$ cat config.mk
export PLATFORM = sky130hd
export DESIGN_NAME = mac_sequencer_flat
export DESIGN_NICKNAME = d
export VERILOG_FILES = /design/src/rtl/mac_sequencer_if.sv /design/src/rtl/mac_sequencer.sv /design/src/flat_wrapper.sv
export SDC_FILE = /design/constraint.sdc
export NUM_CORES = 1
export LEC_CHECK = 0
export BUFFER_PORTS_ARGS = -buffer_cell sky130_fd_sc_hd__buf_4
export CORE_MARGIN = 2
export CORE_UTILIZATION = 38
export DETAILED_ROUTE_END_ITERATION = 7
export PLACE_DENSITY = 0.95
export SKIP_LAST_GASP = 1
export SYNTH_ARGS = -nofsm -noshare
export SYNTH_HDL_FRONTEND = slang
export SYNTH_SLANG_ARGS = --single-unit
export TNS_END_PERCENT = 50
$ cat constraint.sdc
create_clock -name clk -period 3.41 [get_ports clk]
set_input_delay 0.5115 -clock clk [delete_from_list [all_inputs] [get_ports clk]]
set_output_delay 0.5115 -clock clk [all_outputs]
set_load 0.02 [all_outputs]
$ cat src/rtl/mac_sequencer_if.sv
// Bus bundle between mac_sequencer and its environment: control handshake,
// operand memory read ports, external MAC and result write port.
interface mac_sequencer_if #(
    parameter int unsigned AW = 4
) ();
    logic                 start;
    logic                 busy;
    logic                 done;

    logic [AW-1:0]        a_addr;
    logic [AW-1:0]        b_addr;
    logic signed [7:0]    a_data;
    logic signed [7:0]    b_data;

    logic signed [7:0]    mplier;
    logic signed [7:0]    mcand;
    logic                 mac_clr;
    logic                 mac_en;
    logic signed [15:0]   mac_dout;

    logic [AW-1:0]        c_addr;
    logic signed [15:0]   c_data;
    logic                 c_we;

    modport master (
        input  start,
        input  a_data,
        input  b_data,
        input  mac_dout,
        output busy,
        output done,
        output a_addr,
        output b_addr,
        output mplier,
        output mcand,
        output mac_clr,
        output mac_en,
        output c_addr,
        output c_data,
        output c_we
    );

    modport slave (
        output start,
        output a_data,
        output b_data,
        output mac_dout,
        input  busy,
        input  done,
        input  a_addr,
        input  b_addr,
        input  mplier,
        input  mcand,
        input  mac_clr,
        input  mac_en,
        input  c_addr,
        input  c_data,
        input  c_we
    );
endinterface

$ cat src/rtl/mac_sequencer.sv
// Sequences an N x N matrix product C = A x B through an external MAC, one
// result element every N+2 cycles (N issue cycles, one drain, one write).
module mac_sequencer #(
    parameter int unsigned N  = 4,
    parameter int unsigned AW = 4
) (
    input  logic              clk,
    input  logic              aclr,
    mac_sequencer_if.master   bus
);

    localparam int unsigned CW = (N > 1) ? $clog2(N) : 1;
    localparam logic [CW-1:0] LastIdx = CW'(N - 1);

    if (N * N > (1 << AW)) begin : g_param_check
        $error("mac_sequencer: N*N must fit in the AW-bit address space");
    end

    typedef enum logic [2:0] {
        StIdle,
        StIssue,
        StDrain,
        StWrite,
        StFin
    } state_e;

    state_e        r_state;
    state_e        w_state_nxt;
    logic [CW-1:0] r_i;
    logic [CW-1:0] r_j;
    logic [CW-1:0] r_k;
    logic [CW-1:0] w_i_nxt;
    logic [CW-1:0] w_j_nxt;
    logic [CW-1:0] w_k_nxt;

    // Operand pair from the previous ISSUE cycle is on a_data/b_data now.
    logic          r_pair_vld;
    logic          r_pair_first;

    logic          w_issue;
    logic          w_write;

    always_ff @(posedge clk) begin
        if (aclr) begin
            r_state      <= StIdle;
            r_i          <= '0;
            r_j          <= '0;
            r_k          <= '0;
            r_pair_vld   <= 1'b0;
            r_pair_first <= 1'b0;
        end else begin
            r_state      <= w_state_nxt;
            r_i          <= w_i_nxt;
            r_j          <= w_j_nxt;
            r_k          <= w_k_nxt;
            r_pair_vld   <= w_issue;
            r_pair_first <= w_issue && (r_k == '0);
        end
    end

    always_comb begin
        w_state_nxt = r_state;
        w_i_nxt     = r_i;
        w_j_nxt     = r_j;
        w_k_nxt     = r_k;
        unique case (r_state)
            StIdle: begin
                if (bus.start) begin
                    w_state_nxt = StIssue;
                    w_i_nxt     = '0;
                    w_j_nxt     = '0;
                    w_k_nxt     = '0;
                end
            end
            StIssue: begin
                if (r_k == LastIdx) begin
                    w_state_nxt = StDrain;
                    w_k_nxt     = '0;
                end else begin
                    w_k_nxt = r_k + 1'b1;
                end
            end
            StDrain: begin
                w_state_nxt = StWrite;
            end
            StWrite: begin
                w_k_nxt = '0;
                if (r_j == LastIdx) begin
                    w_j_nxt = '0;
                    if (r_i == LastIdx) begin
                        w_state_nxt = StFin;
                    end else begin
                        w_i_nxt     = r_i + 1'b1;
                        w_state_nxt = StIssue;
                    end
                end else begin
                    w_j_nxt     = r_j + 1'b1;
                    w_state_nxt = StIssue;
                end
            end
            StFin: begin
                w_state_nxt = StIdle;
            end
            default: begin
                w_state_nxt = StIdle;
            end
        endcase
    end

    assign w_issue = (r_state == StIssue);
    assign w_write = (r_state == StWrite);

    always_comb begin
        bus.busy    = (r_state == StIssue) || (r_state == StDrain) || (r_state == StWrite);
        bus.done    = (r_state == StFin);

        bus.a_addr  = '0;
        bus.b_addr  = '0;
        if (w_issue) begin
            bus.a_addr = AW'(32'(r_i) * N + 32'(r_k));
            bus.b_addr = AW'(32'(r_k) * N + 32'(r_j));
        end

        bus.mplier  = r_pair_vld ? bus.a_data : '0;
        bus.mcand   = r_pair_vld ? bus.b_data : '0;
        bus.mac_en  = r_pair_vld;
        bus.mac_clr = r_pair_first;

        // MAC output is already registered; pass it straight through, wrap and all.
        bus.c_we    = w_write;
        bus.c_addr  = w_write ? AW'(32'(r_i) * N + 32'(r_j)) : '0;
        bus.c_data  = w_write ? bus.mac_dout : '0;
    end

endmodule

$ cat src/flat_wrapper.sv
// flat-port wrapper written by rule: the top's interface ports become plain ports
module mac_sequencer_flat 
#(
    parameter int unsigned N  = 4,
    parameter int unsigned AW = 4
)
  (clk, aclr, bus_start, bus_a_data, bus_b_data, bus_mac_dout, bus_busy, bus_done, bus_a_addr, bus_b_addr, bus_mplier, bus_mcand, bus_mac_clr, bus_mac_en, bus_c_addr, bus_c_data, bus_c_we);
  mac_sequencer_if #(.AW(AW)) bus_i ();
  input  logic clk;
  input  logic aclr;
  input wire logic [$bits(bus_i.start)-1:0] bus_start;
  input wire logic [$bits(bus_i.a_data)-1:0] bus_a_data;
  input wire logic [$bits(bus_i.b_data)-1:0] bus_b_data;
  input wire logic [$bits(bus_i.mac_dout)-1:0] bus_mac_dout;
  output wire logic [$bits(bus_i.busy)-1:0] bus_busy;
  output wire logic [$bits(bus_i.done)-1:0] bus_done;
  output wire logic [$bits(bus_i.a_addr)-1:0] bus_a_addr;
  output wire logic [$bits(bus_i.b_addr)-1:0] bus_b_addr;
  output wire logic [$bits(bus_i.mplier)-1:0] bus_mplier;
  output wire logic [$bits(bus_i.mcand)-1:0] bus_mcand;
  output wire logic [$bits(bus_i.mac_clr)-1:0] bus_mac_clr;
  output wire logic [$bits(bus_i.mac_en)-1:0] bus_mac_en;
  output wire logic [$bits(bus_i.c_addr)-1:0] bus_c_addr;
  output wire logic [$bits(bus_i.c_data)-1:0] bus_c_data;
  output wire logic [$bits(bus_i.c_we)-1:0] bus_c_we;
  assign bus_i.start = bus_start;
  assign bus_i.a_data = bus_a_data;
  assign bus_i.b_data = bus_b_data;
  assign bus_i.mac_dout = bus_mac_dout;
  assign bus_busy = bus_i.busy;
  assign bus_done = bus_i.done;
  assign bus_a_addr = bus_i.a_addr;
  assign bus_b_addr = bus_i.b_addr;
  assign bus_mplier = bus_i.mplier;
  assign bus_mcand = bus_i.mcand;
  assign bus_mac_clr = bus_i.mac_clr;
  assign bus_mac_en = bus_i.mac_en;
  assign bus_c_addr = bus_i.c_addr;
  assign bus_c_data = bus_i.c_data;
  assign bus_c_we = bus_i.c_we;
  mac_sequencer #(.N(N), .AW(AW)) u_core (.clk(clk), .aclr(aclr), .bus(bus_i));
endmodule
==> metrics.csv <==
stage;metric;value;unit
clock_tree;clk_path_buf_depth;2;
worst_setup_path;path_max_fanout;21;
floorplanning;initial_utilization;41.21;%
floorplanning;dieArea;2584;um2
clock_tree;cts_tree;done;
timing;tns;0;ns
placement;place.detailed.hpwl;2300;um
worst_setup_path;path_class;reg2out;
synth;syn-instance-count;106;
worst_setup_path;start_kind;flop;
layout;num_antenna_cells;0;
drt;routed.top_layer;met4;
floorplanning;chipHeight;50.83;um
synth;synth_top_area_cell;and2_1;
drt;wl_met3;285;um
synth;ys_top_cells_by_area;and2_1, dfxtp_1, ha_1;
clock_tree;clk_pin_slew;0.06;ns
floorplanning;die_x;50.83;um
synth;ys_seq_area_share;26.43;%
global_routing;antenna_found_initial;0;
clock_tree;cts_made_buffers;3;
floorplanning;pin_count;84;
job;drv_cap;0;
layout;utilization;72.09;%
floorplanning;rows;16;
global_routing;grt_max_degree;22;
drt;met2_length;1553;um
placement;gp_congestion;0.8621;
worst_setup_path;cp_slowest_stage_delay;0.70;ns
worst_setup_path;cp-end-kind;output pin;
timing;hold_ws;0.4715;ns
timing;grt_setup_unrepaired;false;
timing;max_freq;0.3885;GHz
worst_setup_path;required;2.90;ns
timing;setup_viol;0;
layout;final_common_cell;buf_4;
clock_tree;post_cts_buffers;0;
timing;max_slew.worst_pin.slew;0.8769;ns
status;outcome;finished clean;
timing;min_period_over_period;75.47;%
timing;period_minus_slack;2.574;ns
clock_tree;htreeDepth;1;
worst_setup_path;arrival;2.06;ns
placement;port_buffers;83;
synth;synth.distinct_cells;27;
clock_tree;cts-root-buf;clkbuf_4;
drt;drt_iter0_drc;15;
layout;area_delta_synth_final;74.93;%
timing;slew_headroom;41.32;%
clock_tree;cts_resized;0;
worst_setup_path;cp_top_family;simple AND/OR/NAND/NOR gates;
global_routing;grt-ovfl-total;0;
layout;fill_cells;167;
clock_tree;hold_buffers;0;
pwr;p_leak;0.7808;nW
drt;routedWlPerCell;12.96;um
synth;avgSynthCellArea;7.861;um2
clock_tree;clkLatencyLatePin;0.27;ns
synth;syn_nets;145;
worst_setup_path;worst_path_max_delay_cell;nor2_1;
worst_setup_path;path_buf_inv;1;
drt;wl_met1;875;um
hold_path;min_path_type;in2reg;
drt;via_per_inst;4.706;
synth;synth_warnings;0;
synth;ys_ff_latch;11;
timing;report.final.slew_viol_count;0;
drt;vias;993;
timing;hold_viol_final;0;
global_routing;grt_pass1_wl;4243;um
timing;skew;0.004213;ns
worst_setup_path;path_cells;nand2_1 -> nor2_1 -> and2_1 -> buf_4;
drt;first_pass_iters;4;
floorplanning;coreArea;2022;um2
layout;layout.cells.most_common_list;buf_4, and2_1, dfxtp_1;
synth;netlist.area_leader.share;33.03;%
global_routing;grt_util_all_layers;22.06;%
drt;ant_nets;0;
clock_tree;clock-sinks;11;
drt;drc_errors;0;
pwr;irDropWorstVdd;0.0003733;V
layout;nNetsFinal;224;
pwr;p_per_area;210.9;nW/um2
layout;layout-drive-gt1-share;48.91;%
synth;synth_area;833.3;um2
global_routing;grt_pass1_vias;906;
drt;drt_wl_total;2734;um
power by group:
part | leakage (nW) | total, mW | switching, mW | internal, mW
sequential | 0.0895 | 0.137 | 0.00523 | 0.132
combinational | 0.676 | 0.0813 | 0.0329 | 0.0484
clock | 0.0150 | 0.0888 | 0.0435 | 0.0454
cell usage after synthesis:
cell	count
a21oi_2	1
nor3b_2	1
inv_1	3
a21oi_1	1
buf_4	4
nor2b_1	3
and3_1	1
mux2i_1	1
o31a_1	1
a22o_1	2
o21ai_1	1
a22oi_1	2
buf_2	2
nor2_1	10
o21bai_1	1
nor4_1	1
a31o_2	1
or3b_4	1
dfxtp_1	11
a211oi_1	1
nand2_1	2
buf_6	1
and2_1	44
clkbuf_1	2
nor3_1	3
a2111oi_0	1
ha_1	4
kinds of logic (layout without fill, tap and decap cells):
group                      Yosys count  in the layout  synth area share (%)
muxes                                1              1                 1.201
and+or+nand+nor                     66             66                 46.85
AOI/OAI and AO/OA                   12             12                 11.11
adders and majority gates            4              4                 6.006
DFF                                 11             11                 26.43
buffers and inverters               12             90                 8.409
final timing paths:
kind	start	endpoint	slack (ns)	cells after the start
max	u_core.r_state[1]$_SDFFE_PP0P_	bus_c_data[1]	0.84	4
min	aclr	u_core.r_i[1]$_SDFFE_PP0P_	0.47	2
max reg2reg	u_core.r_j[0]$_SDFFE_PP0P_	u_core.r_i[0]$_SDFFE_PP0P_	1.84	5
min reg2reg	u_core.r_i[1]$_SDFFE_PP0P_	u_core.r_i[1]$_SDFFE_PP0P_	0.53	2
state kept, by name, indices dropped and copies added, names as in the netlist:
signal              cells
u_core.r_i              2
u_core.bus.mac_clr      1
u_core.bus.mac_en       1
u_core.r_state          3
u_core.r_k              2
u_core.r_j              2
layout make-up:
type	count	area [um2]	area share (%)
Multi-Input combinational cell	83	543.0	37.25
Sequential cell	11	220.2	15.11
Timing Repair Buffer	83	623.1	42.75
Clock buffer	4	26.28	1.803
Inverter	3	11.26	0.7725
Tap cell	27	33.78	2.318
layer usage:
metal / vias to the layer above / GRT usage [%]
li1: 500 / -
met1: 444 / 20.29
met2: 47 / 43.86
met3: 2 / 8.480
met4: 0 / 6.757
met5: - / 0
per-stage QoR:
stage / std cells / cell area [um2] / setup WS, ns / power (mW)
2_1_floorplan: 106 / 833.3 / 1.695 / 0.1767
3_3_place_gp: 207 / 1431 / 1.320 / 0.2193
3_5_place_dp: 207 / 1431 / 1.149 / 0.2224
4_1_cts: 211 / 1458 / 0.8409 / 0.3125
5_1_grt: 211 / 1458 / 0.5829 / 0.3265
6_report: 211 / 1458 / 0.8363 / 0.3074
(Power assumes the default switching activity.)
